`src/rtl/ripple_carry_adder8_pkg.sv`:
```
// Shared definitions for the ripple-carry adder slice.
// Holds the default operand width and the signed-overflow helper.
package ripple_carry_adder8_pkg;

  localparam int unsigned DEFAULT_WIDTH = 8;

  // Signed overflow occurs when the carry into the MSB differs from the carry out of it.
  function automatic logic signed_overflow(input logic carry_into_msb,
                                           input logic carry_out_msb);
    return carry_into_msb ^ carry_out_msb;
  endfunction

endpackage

```
`src/rtl/ripple_carry_adder8_full_adder.sv`:
```
// Single-bit full adder: the leaf cell of the ripple chain.
module full_adder (
  input  logic a,
  input  logic b,
  input  logic ci,
  output logic s,
  output logic co
);

  logic p;

  assign p  = a ^ b;
  assign s  = p ^ ci;
  assign co = (a & b) | (ci & p);

endmodule

```
`src/rtl/ripple_carry_adder8.sv`:
```
// Ripple-carry adder built from explicit full_adder cells.
// The output register captures sum, carry-out and the signed-overflow flag.
module ripple_carry_adder8
  import ripple_carry_adder8_pkg::*;
#(
  parameter int unsigned WIDTH = DEFAULT_WIDTH
) (
  input  logic             clk,
  input  logic             rst,
  input  logic             in_valid,
  input  logic [WIDTH-1:0] a,
  input  logic [WIDTH-1:0] b,
  input  logic             cin,
  output logic             out_valid,
  output logic [WIDTH-1:0] sum,
  output logic             cout,
  output logic             overflow
);

  logic [WIDTH:0]   c;
  logic [WIDTH-1:0] s;

  assign c[0] = cin;

  // Each stage keeps its own carry wires so the chain never feeds back through one vector.
  for (genvar i = 0; i < WIDTH; i++) begin : g_bit
    logic ci_w;
    logic co_w;

    if (i == 0) begin : g_first
      assign ci_w = cin;
    end else begin : g_rest
      assign ci_w = g_bit[i-1].co_w;
    end

    full_adder u_fa (
      .a  (a[i]),
      .b  (b[i]),
      .ci (ci_w),
      .s  (s[i]),
      .co (co_w)
    );

    assign c[i+1] = co_w;
  end

  // Reset wins over a same-cycle operation; idle cycles hold the last result.
  always_ff @(posedge clk) begin
    if (rst) begin
      out_valid <= 1'b0;
      sum       <= '0;
      cout      <= 1'b0;
      overflow  <= 1'b0;
    end else begin
      out_valid <= in_valid;
      if (in_valid) begin
        sum      <= s;
        cout     <= c[WIDTH];
        overflow <= signed_overflow(c[WIDTH-1], c[WIDTH]);
      end
    end
  end

endmodule

```
`config.mk`:
```
export PLATFORM = sky130hd
export DESIGN_NAME = ripple_carry_adder8
export DESIGN_NICKNAME = d
export VERILOG_FILES = /design/src/rtl/ripple_carry_adder8_pkg.sv /design/src/rtl/ripple_carry_adder8_full_adder.sv /design/src/rtl/ripple_carry_adder8.sv
export SDC_FILE = /design/constraint.sdc
export NUM_CORES = 1
export LEC_CHECK = 0
export ABC_AREA = 1
export CORE_MARGIN = 4
export CORE_UTILIZATION = 40
export CTS_BUF_LIST = sky130_fd_sc_hd__clkbuf_4 sky130_fd_sc_hd__clkbuf_8 sky130_fd_sc_hd__clkbuf_16
export DETAILED_ROUTE_END_ITERATION = 6
export GPL_TIMING_DRIVEN = 0
export HOLD_SLACK_MARGIN = 0.06
export PLACE_DENSITY = 0.79
export SLEW_MARGIN = 20
export SYNTH_ARGS = -nofsm -noshare
export SYNTH_HDL_FRONTEND = slang
export SYNTH_SLANG_ARGS = --single-unit
```
`constraint.sdc`:
```
create_clock -name clk -period 6.86 [get_ports clk]
set_input_delay 2.058 -clock clk [delete_from_list [all_inputs] [get_ports clk]]
set_output_delay 2.058 -clock clk [all_outputs]
set_load 0.01 [all_outputs]
```
# Yosys cells after proc, flatten, opt, wreduce, memory -nomap -nowiden
# Cells that the tools add are included.
# op_classes
n_bitwise	41
# ops
cell	count
XOR 1 bit	17
AND 1 bit	16
bitwise OR 1 bit	8
# totals
ff_bits	11
in_bits	20
output_inout_bits	11
elab_cells	45

# Logic depth before layout (Yosys ltp)
# depth
depth_word	18
depth_mapped	15
depth_no_buf	15

# Hierarchy
# A second synthesis with hierarchy kept.
# hier_totals
cells_unflattened	59
area_unflattened_um2	585.6
# by_module_without_submodules
mod	instances	cells_each	area_per_inst_um2	seq_area_each_um2
ripple_carry_adder8	1	51	425.4	220.2
full_adder	8	1	20.0	0.0

# Least setup slack after synthesis
# OpenSTA, ideal clock, no wires.
# synth_path
path_kind	in2reg
start	input a[0]
end	register sum[7]
setup_ns	0.080
arrival_ns	5.287
required_time_ns	6.780
slack_ns	1.493
stages	13
path_buffers	0
cell_sequence	fa_1 fa_1 fa_1 fa_1 fa_1 inv_1 fa_1 inv_1 fa_1 inv_1 fa_1 nand2_1 nor3b_1
# synth_between
elab_chain_cells	16
elab_cells_between_ends	17
classes_between	bitwise: 17
# synth_lines
item	line_no	source
start: declaration	ripple_carry_adder8.sv:11	input logic [WIDTH-1:0] a,
XOR 1 bit	ripple_carry_adder8_full_adder.sv:12	assign p = a ^ b;
AND 1 bit	ripple_carry_adder8_full_adder.sv:14	assign co = (a & b) | (ci & p);
bitwise OR 1 bit *	ripple_carry_adder8_full_adder.sv:14	
AND 1 bit *	ripple_carry_adder8_full_adder.sv:14	
bitwise OR 1 bit *	ripple_carry_adder8_full_adder.sv:14	
AND 1 bit *	ripple_carry_adder8_full_adder.sv:14	
bitwise OR 1 bit *	ripple_carry_adder8_full_adder.sv:14	
AND 1 bit *	ripple_carry_adder8_full_adder.sv:14	
bitwise OR 1 bit *	ripple_carry_adder8_full_adder.sv:14	
AND 1 bit *	ripple_carry_adder8_full_adder.sv:14	
bitwise OR 1 bit *	ripple_carry_adder8_full_adder.sv:14	
AND 1 bit *	ripple_carry_adder8_full_adder.sv:14	
bitwise OR 1 bit *	ripple_carry_adder8_full_adder.sv:14	
AND 1 bit *	ripple_carry_adder8_full_adder.sv:14	
bitwise OR 1 bit *	ripple_carry_adder8_full_adder.sv:14	
XOR 1 bit *	ripple_carry_adder8_full_adder.sv:13	assign s = p ^ ci;
end signal: assignment	ripple_carry_adder8.sv:57	sum <= s;
end: declaration	ripple_carry_adder8.sv:15	output logic [WIDTH-1:0] sum,
# Mark *: on every way between the ends. The rest lies on a longest branch, timed or not.
# A chain may end at the register's enable or synchronous reset.

# Worst setup path in the final report
# Same ends and word-level chain as after synthesis.

==> impl_metrics.csv <==
group,metric,value,unit
sta,drv_slew,0,
synth,synth_top_area_cell,"dfxtp_1",
sta,skew,0,ns
synth,synthesis.nets,93,
cells_and_area,instances_no_fill,114,
power_and_ir_drop,seq_power_share,42.8,%
worst_setup_path,worst-endpoint-arrival,5.85,ns
worst_hold_path,hp-start,"cout$_SDFFE_PP0P_",
cells_and_area,fill_cells,111,
cells_and_area,drive_gt1_share,6.06,%
worst_setup_path,cp_slowest_cell,"fa_1",
clocking,numCtsBuffers,3,
synth,synth.cell_area,573,sq um
synth,ys.flop_type,"dfxtp_1",
sta,rsz0062_at_grt,"false",
floorplanning,num_rows,13,
clocking,insertion_delay,0.27,ns
worst_setup_path,r2r_start,"overflow$_SDFFE_PP0P_",
cells_and_area,antennaDiodeCount,0,
clocking,cts_max_level,1,
floorplanning,start_util,43.5,%
synth,ys_ff_latch,11,
worst_setup_path,critPathRequiredTime,7.05,ns
floorplanning,die_h,45.9,microns
clocking,hold_buffers,0,
global_route,grt_overflow,0,
worst_setup_path,startpoint_type,"input pin",
worst_hold_path,hold_class,"flip-flop to flip-flop",
synth,synth_warnings,0,
job,max_cap_violations,0,
sta,hold_viol_final,0,
floorplanning,core,1320,sq um
synth,syn_inst,65,
route,first_pass_iters,4,
clocking,cts_resized,0,
power_and_ir_drop,power.density,185,nW/um^2
cells_and_area,nets,128,
global_route,first_global_vias,468,
power_and_ir_drop,power_frac_clock,27.9,%
placed_design,place_area,892,sq um
worst_setup_path,worstPathMaxFanout,3,
route,drt_iter0_markers,9,
power_and_ir_drop,leakagePower,0.000407,uW
synth,netlist_top_cells_count,"21 x nor2_1, 11 x dfxtp_1, 8 x fa_1, 8 x inv_1, 7 x nand2_1",
global_route,top_usage_layer,"met2",
synth,synth_area_per_cell,8.82,sq um
worst_hold_path,worstHoldPathCells,2,
route,post_drt_via_cell_ratio,4.57,
sta,finalSetupViolations,0,
clocking,clk_pin_slew,0.06,ns
power_and_ir_drop,swShare,26.2,%
worst_hold_path,hold_path_end,"cout$_SDFFE_PP0P_",
sta,slew_headroom,84.9,%
placed_design,hpwl,1.04,mm
placed_design,portBuffers,30,
sta,tns,0,ns
worst_setup_path,r2r_setup_slack,6.25,ns
global_route,grt_util_all_layers,13.2,%
power_and_ir_drop,p_sw,44.6,uW
route,vias,521,
global_route,met3_usage,4.74,%
global_route,grt_pass1_wl,1.94,mm
synth,seq_area_frac_synth,38.4,%
worst_setup_path,r2r_cells,2,
power_and_ir_drop,ir_drop,0.116,mV
synth,yosys-top-cells-area,"dfxtp_1 38%, fa_1 28%, nor2_1 14%",
global_route,grt_util_met2,21.7,%
worst_setup_path,worstSetupPathType,"input pin to flip-flop",
synth,synth.distinct_cells,10,
placed_design,place_congestion,0.720,
sta,fin_crit,5.66,ns
synth,synth_edf_count,0,
route,post_drt_wl_per_cell,10.9,microns
worst_setup_path,crit_family,"adder cells",
floorplanning,io_pins,31,
power_and_ir_drop,p_int,126,uW
cells_and_area,area_growth,60.9,%
run_status,status,"finished clean",
placed_design,place_inst,110,
worst_setup_path,worstSetupEndpointType,"flip-flop",
synth,synth_top_area_share,38.4,%
clocking,cts_sinks,11,
clocking,post-cts-setup-buffers,0,
sta,timing.final.crit_share,82.5,%
sta,hold_ws,0.482,ns
sta,fin_ws,1.20,ns
clocking,cts_tree,"done",
floorplanning,dieWidth,45.9,microns
synth,ys_async_sr_fraction,0,%
floorplanning,die_area,2100,sq um
placed_design,place_ws,0.882,ns
worst_setup_path,cp_slowest_stage_delay,0.44,ns
power_and_ir_drop,p_comb_share,29.3,%
global_route,gr-usage-met1,14.7,%
worst_setup_path,worst-path-buf-inv,4,
route,drc,0,
clocking,clk_path_buf_depth,2,
global_route,antenna_found_initial,0,
route,wl,1.24,mm
sta,worst_slew_pin_slew,0.226,ns
global_route,grt_max_degree,11,
worst_setup_path,cp_common_cell,"fa_1",
route,ant_nets,0,
cells_and_area,stdcell_area,922,sq um
clocking,cts_root_buf,"clkbuf_4",
sta,max_freq,177,MHz
worst_setup_path,worstPathCellList,"clkdlybuf4s50_1 > fa_1 > fa_1 > fa_1 > fa_1 > fa_1 > inv_1 > fa_1 > inv_1 > fa_1 > inv_1 > fa_1 > nand2_1 > nor3b_1",
worst_setup_path,r2r_end,"overflow$_SDFFE_PP0P_",
synth,yosysMostFrequentCell,"nor2_1",
## state kept, by name, summed over array words and instances, names as in the netlist
name,count
cout,1
out_valid,1
overflow,1
sum,8
## cell usage in the layout (no fill, tap or decap)
master,instances
clkdlybuf4s50_1,30
nor2_1,21
dfxtp_1,11
inv_1,8
fa_1,8
nand2_1,7
o21ai_1,6
clkbuf_4,4
nor3b_1,1
buf_6,1
inv_2,1
o21ai_0,1
## metal layers
metal  routed length (microns)  vias up
met3                        82        2
met5                         0        -
met2                       665       21
met4                        14        0
li1                          -      262
met1                       474      236
## power by group through the flow
| stage | clock network [uW] | logic, uW | registers [uW] |
|---|---|---|---|
| final | 47.6 | 49.9 | 72.8 |
| after global routing | 51.8 | 56.2 | 73.3 |
| after CTS | 48.9 | 50.8 | 72.8 |
| after detailed placement | 0 | 50.6 | 74.3 |
| after global placement | 0 | 49.3 | 73.9 |
| after floorplan | 0 | 19.5 | 76.8 |
## cell type report
type / instances / area, sq um / share of cell area (%)
clock buffers: 4 / 30.0 / 3.26
inverters: 9 / 33.8 / 3.66
multi-input cells: 44 / 308 / 33.4
flip-flops and latches: 11 / 220 / 23.9
repair buffers: 30 / 300 / 32.6
plain buffers: 1 / 11.3 / 1.22
well taps: 15 / 18.8 / 2.04
## cell families (layout without fill, tap and decap cells)
| logic type | count (synthesis) | after routing | share of synthesized area (%) |
|---|---|---|---|
| buffers and inverters | 10 | 44 | 7.86 |
| AO/OA/AOI/OAI | 7 | 7 | 6.11 |
| AND/OR/NAND/NOR | 29 | 29 | 19.7 |
| flip-flops | 11 | 11 | 38.4 |
| adder cells (fa/ha/maj) | 8 | 8 | 27.9 |
## stage by stage
step / utilization, % / power [uW]
2_1_floorplan: - / 96.2
3_3_place_gp: 67.7 / 123
3_5_place_dp: 67.7 / 125
4_1_cts: 70.0 / 172
5_1_grt: 70.0 / 181
6_report: 70.0 / 170
## worst reg2reg max path, stage by stage, from the launching register on
cell and delay [ns]:
dfxtp_1 0.31, o21ai_0 0.14, nor2_1 0.06
## worst max-delay path by stage
stage	from	to	slack, ns	cells after the start
final	a[0]	sum[7]$_SDFFE_PP0P_	1.20	14
after global routing	a[0]	sum[7]$_SDFFE_PP0P_	1.01	14
after CTS	a[0]	sum[7]$_SDFFE_PP0P_	1.17	14
after detailed placement	a[0]	sum[7]$_SDFFE_PP0P_	0.88	14
after global placement	a[0]	sum[7]$_SDFFE_PP0P_	0.93	14
after floorplan	a[0]	sum[7]$_SDFFE_PP0P_	1.49	13
Power figures use the tool's default switching activity.
==> RTL edit 1, RTL diff (config.mk and constraints unchanged) <==
`DEFAULT_WIDTH`: 8 -> 16.
--- a/src/rtl/ripple_carry_adder8_pkg.sv
+++ b/src/rtl/ripple_carry_adder8_pkg.sv
@@ -4,3 +4,3 @@
 
-  localparam int unsigned DEFAULT_WIDTH = 8;
+  localparam int unsigned DEFAULT_WIDTH = 16;
 
Interface: changed (resized a, b and sum); port bits go from 31 to 55. The function was not compared with the original's and may differ.
==> RTL edit 1 against the original RTL <==
The flow now finishes with violations (setup timing); sequential cell count up 8; critical path type unchanged; routed wire length increased by 110%; clock power increased by 27%; synthesized area rose by 82%; power rose by 72%; setup slack lost 2200 ps; sequential share of layout area is 1.4 points lower; cell area grew 84%.
==> RTL edit 1: results <==
group,metric,value,unit
yosys,synthTopCellsByCount,"nor2_1 (29), dfxtp_1 (19), fa_1 (16)",
min_path,hold_depth,2,
yosys,synth_mux_area_share,0,%
worst_setup_path,regToRegStartpoint,"sum[6]",
placed_design,place_hpwl,2197,um
yosys,ys.flop_type,"dfxtp_1",
finish,fin_cells,198,
sta,tightest_slew,190.5,ps
run_status,violations,"setup timing",
yosys,synth_compound_area_share,7.203,%
yosys,synth_cell_type_count,11,
yosys,synth_area_leaders,"dfxtp_1 (36%), fa_1 (31%), nor2_1 (10%)",
worst_setup_path,crit_path_max_fanout,2,
clocking,htreeDepth,1,
yosys,async_flop_share,0,%
drt,first_iter_violations,28,
min_path,hold_class,"flip-flop to flip-flop",
clocking,cts.clk_slew.worst_paths,110,ps
finish,largest_reg_flops,16,
clocking,insertion_delay,300,ps
yosys,synth_fa_ha_area_share,30.73,%
grt,track_usage,15.82,%
clocking,cts-root-buf,"clkbuf_4",
yosys,ys_seq_area_share,36.49,%
grt,antenna_found_initial,0,
drt,viasPerCell,4.732,
worst_setup_path,cp_slowest_stage_delay,420,ps
clocking,numCtsBuffers,3,
sta,setup_viol,5,
finish,largest_register,"sum",
drt,wirelength,2618,um
yosys,syn_nets,161,
worst_setup_path,crit_slowest_cell,"fa_2",
grt,grt_pass1_wl,4174,um
worst_setup_path,ff2ff_setup_slack,6210,ps
drt,dr.pass1.iters,4,
sta,layout_setup_ws,-974.7,ps
yosys,syn_area_per_cell,9.562,sq um
placed_design,post-place-ws,-1672,ps
placed_design,gp_congestion,0.7250,
run_status,status,"complete, but fails checks",
worst_setup_path,arrival,8090,ps
grt,grt_max_degree,12,
placed_design,dp_cells,193,
finish,fin_nets,221,
yosys,synth_xor_xnor_area_share,0,%
sta,setup-tns-final,-3379,ps
worst_setup_path,r2r-end,"sum[6]",
worst_setup_path,startpoint,"a[0]",
power_and_ir_drop,ir_worst_vdd,0.0001060,V
grt,grt_pass1_vias,985,
yosys,yosysTopAreaCellShare,36.49,%
power_and_ir_drop,leakage,0.0006779,uW
placed_design,port_buffers,54,
finish,drive_gt1_share,25.60,%
## RTL edit 1: cell types whose count changed after synthesis, sizes merged
cell,change
o21ai,+8
nor3b,-1
nand2,+1
buf,+3
nor2,+17
dfxtp,+8
fa,+8
## RTL edit 1: area by class of cell
class | instances | area, sq um
clock buffers | 3 | 22.52
fillers | 200 | 783.3
repair buffers | 55 | 544.3
well taps | 30 | 37.54
clock inverters | 1 | 5.005
multi-input cells | 77 | 633.1
inverters | 9 | 33.78
flip-flops and latches | 19 | 380.4
plain buffers | 4 | 37.54
## RTL edit 1: how the worst max path moves through the flow
stage                     slack (ps)  endpoint  depth (start not counted)
after detailed placement       -1670   sum[15]                         23
after global routing           -1140   sum[15]                         23
final                           -970   sum[15]                         23
after global placement         -1590   sum[15]                         23
after floorplan                 -950   sum[15]                         22
after CTS                      -1350   sum[15]                         23
## RTL edit 1: per-layer routing
layer  GRT usage, %  part of all wire [%]  vias up
li1               -                     -      451
met1          17.99                    39      448
met2          27.60                    52       35
met3          4.575                   8.3        3
met4          6.472                  0.73        0
met5              0                     0        -
## RTL edit 1: timing repair
item / 4_1_cts / 5_1_grt
endpoints found under the hold margin: 0 / 0
resized for setup: 16 / 2
setup endpoints to repair: 6 / 6
buffers inserted: 1 / 0
pin swaps: 21 / 18
## RTL edit 1: where the power goes
| part | switching (uW) | total, uW | internal [uW] | leakage, uW |
|---|---|---|---|---|
| Sequential | 5.41 | 126 | 121 | 0.000158 |
| Combinational | 44.4 | 106 | 61.8 | 0.000502 |
| Clock | 38.6 | 60.3 | 21.8 | 0.0000177 |
## RTL edit 1: stage by stage
stage               hold WS (ps)  area [sq um]
CTS                        480.1          1685
floorplan                  492.4          1080
detailed placement         464.6          1658
global placement           461.1          1658
finish                     479.9          1694
global route               521.7          1694
==> RTL edit 2, RTL diff (config.mk and constraints unchanged) <==
Without the edit above. The output `out_valid` loses its register stage (`out_valid` becomes a continuous assignment).
--- a/src/rtl/ripple_carry_adder8.sv
+++ b/src/rtl/ripple_carry_adder8.sv
@@ -49,3 +49,2 @@
     if (rst) begin
-      out_valid <= 1'b0;
       sum       <= '0;
@@ -54,3 +53,2 @@
     end else begin
-      out_valid <= in_valid;
       if (in_valid) begin
@@ -63,2 +61,4 @@
 
+  assign out_valid = in_valid;
+
 endmodule
Function: changed (a bounded check fails within 4 cycles, from zero or initial values and one cycle with rst high).
==> RTL edit 2 against the original RTL <==
Routed wire length increased by 0.73%; first-iteration DRC count unchanged; cell area grew 1.5%; setup slack improved by 64 ps; synthesized area is 3.1% higher; sequential power decreased by 9.2%; sequential cell count is 1 lower; via count is 3.1% lower; global-route usage is 0.30 points higher; power grew 0.77%; critical endpoint unchanged; highest routed layer unchanged.
==> RTL edit 2: results <==
group,metric,value,unit
placed_design,gp_congestion,0.7272,
sta,setup-tns-final,0,ps
drt,dr.pass1.iters,4,
min_path,hold_class,"flip-flop to flip-flop",
worst_setup_path,path_delay_family,"adder cells",
finish,n_antenna_cell,0,
clocking,htreeDepth,1,
yosys,syn_nets,90,
placed_design,place_hpwl,1064,um
power_and_ir_drop,p_clk,53.4,uW
finish,drive_gt1_share,14.74,%
clocking,clk_path_buf_depth,2,
yosys,synth_xor_xnor_area_share,0,%
grt,grt_pass1_wl,2035,um
yosys,async_flop_share,0,%
worst_setup_path,crit_path_max_fanout,2,
clocking,post-cts-setup-buffers,0,
yosys,synth_mux_area_share,0,%
grt,grt_max_degree,11,
drt,first_iter_violations,9,
yosys,syn_inst,62,
run_status,status,"finished, final reports clean",
yosys,synthTopCellsByCount,"nand2_1 (17), dfxtp_1 (10), inv_1 (10)",
sta,tightest_slew,219.8,ps
drt,wirelength,1246,um
drt,vias,505,
power_and_ir_drop,leakage,0.0003995,uW
worst_setup_path,crit_slowest_cell,"fa_1",
clocking,numCtsBuffers,3,
placed_design,port_buffers,29,
grt,grt_pass1_vias,499,
clocking,cts.clk_slew.worst_paths,60,ps
yosys,synth_compound_area_share,14.62,%
clocking,cts-root-buf,"clkbuf_4",
power_and_ir_drop,p_comb,52.0,uW
placed_design,dp_cells,106,
power_and_ir_drop,clock_power_share,31.1,%
yosys,ys.flop_type,"dfxtp_1",
grt,track_usage,13.47,%
yosys,synth_fa_ha_area_share,27.12,%
yosys,synth_area_leaders,"dfxtp_1 (34%), fa_1 (27%), nand2_1 (11%)",
yosys,synth_cell_type_count,11,
clocking,cts.repair.resized,0,
power_and_ir_drop,switchingPower,45.62,uW
finish,fin_nets,124,
yosys,yosysWarningCount,0,
power_and_ir_drop,ir_worst_vdd,0.0001104,V
drt,wl_per_cell,11.33,um
finish,largestRegisters,"sum: 8 flops, cout: 1 flops, overflow: 1 flops",
grt,antenna_found_initial,0,
clocking,insertion_delay,270,ps
sta,skew,0,ps
worst_setup_path,arrival,5800,ps
yosys,ys_seq_area_share,33.90,%
worst_setup_path,cp_slowest_stage_delay,450,ps
RTL edit 2: cells by family (layout without fill, tap and decap cells):
family	Yosys count	in the layout
compound gates	11	11
fa+ha+maj	8	8
buf+inv	13	46
flops	10	10
simple gates	20	20
RTL edit 2: stage by stage:
step | util, % | area [sq um] | worst slack (ps) | hold WS, ps
2_1_floorplan | - | 590.6 | 1584 | 492.5
6_report | 69.32 | 935.9 | 1266 | 471.1
3_3_place_gp | 66.64 | 899.6 | 1058 | 456.1
3_5_place_dp | 66.64 | 899.6 | 938.3 | 462.9
4_1_cts | 69.32 | 935.9 | 1217 | 473.3
5_1_grt | 69.32 | 935.9 | 1116 | 485.1
RTL edit 2: final cells by class:
class                   count  area, sq um
inverters                  10        37.54
flip-flops and latches     10        200.2
fillers                   122        414.1
repair buffers             29        290.3
well taps                  15        18.77
multi-input cells          39        322.8
plain buffers               3        30.03
clock buffers               4        36.28
RTL edit 2: worst paths after layout:
check | startpoint | end | slack [ps] | depth (start not counted)
setup / recovery | a[0] | sum[7] | 1270 | 13
hold / removal | sum[4] | sum[4] | 470 | 2
setup reg to reg | overflow | overflow | 6210 | 4
hold reg to reg | sum[4] | sum[4] | 470 | 2
RTL edit 2: routing by layer:
layer	track usage [%]	up-vias	part of all wire, %
met4	5.114	0	1.0
met5	0	-	0
met3	4.688	3	7.5
met1	13.70	232	32
met2	24.73	18	59
li1	-	252	-
RTL edit 2: worst min-delay path: cells and delay by family, from the launching register on:
kind             cells  cell delay (ps)
flip-flops           1              310
AND/OR/NAND/NOR      1               70
AO/OA/AOI/OAI        1               50
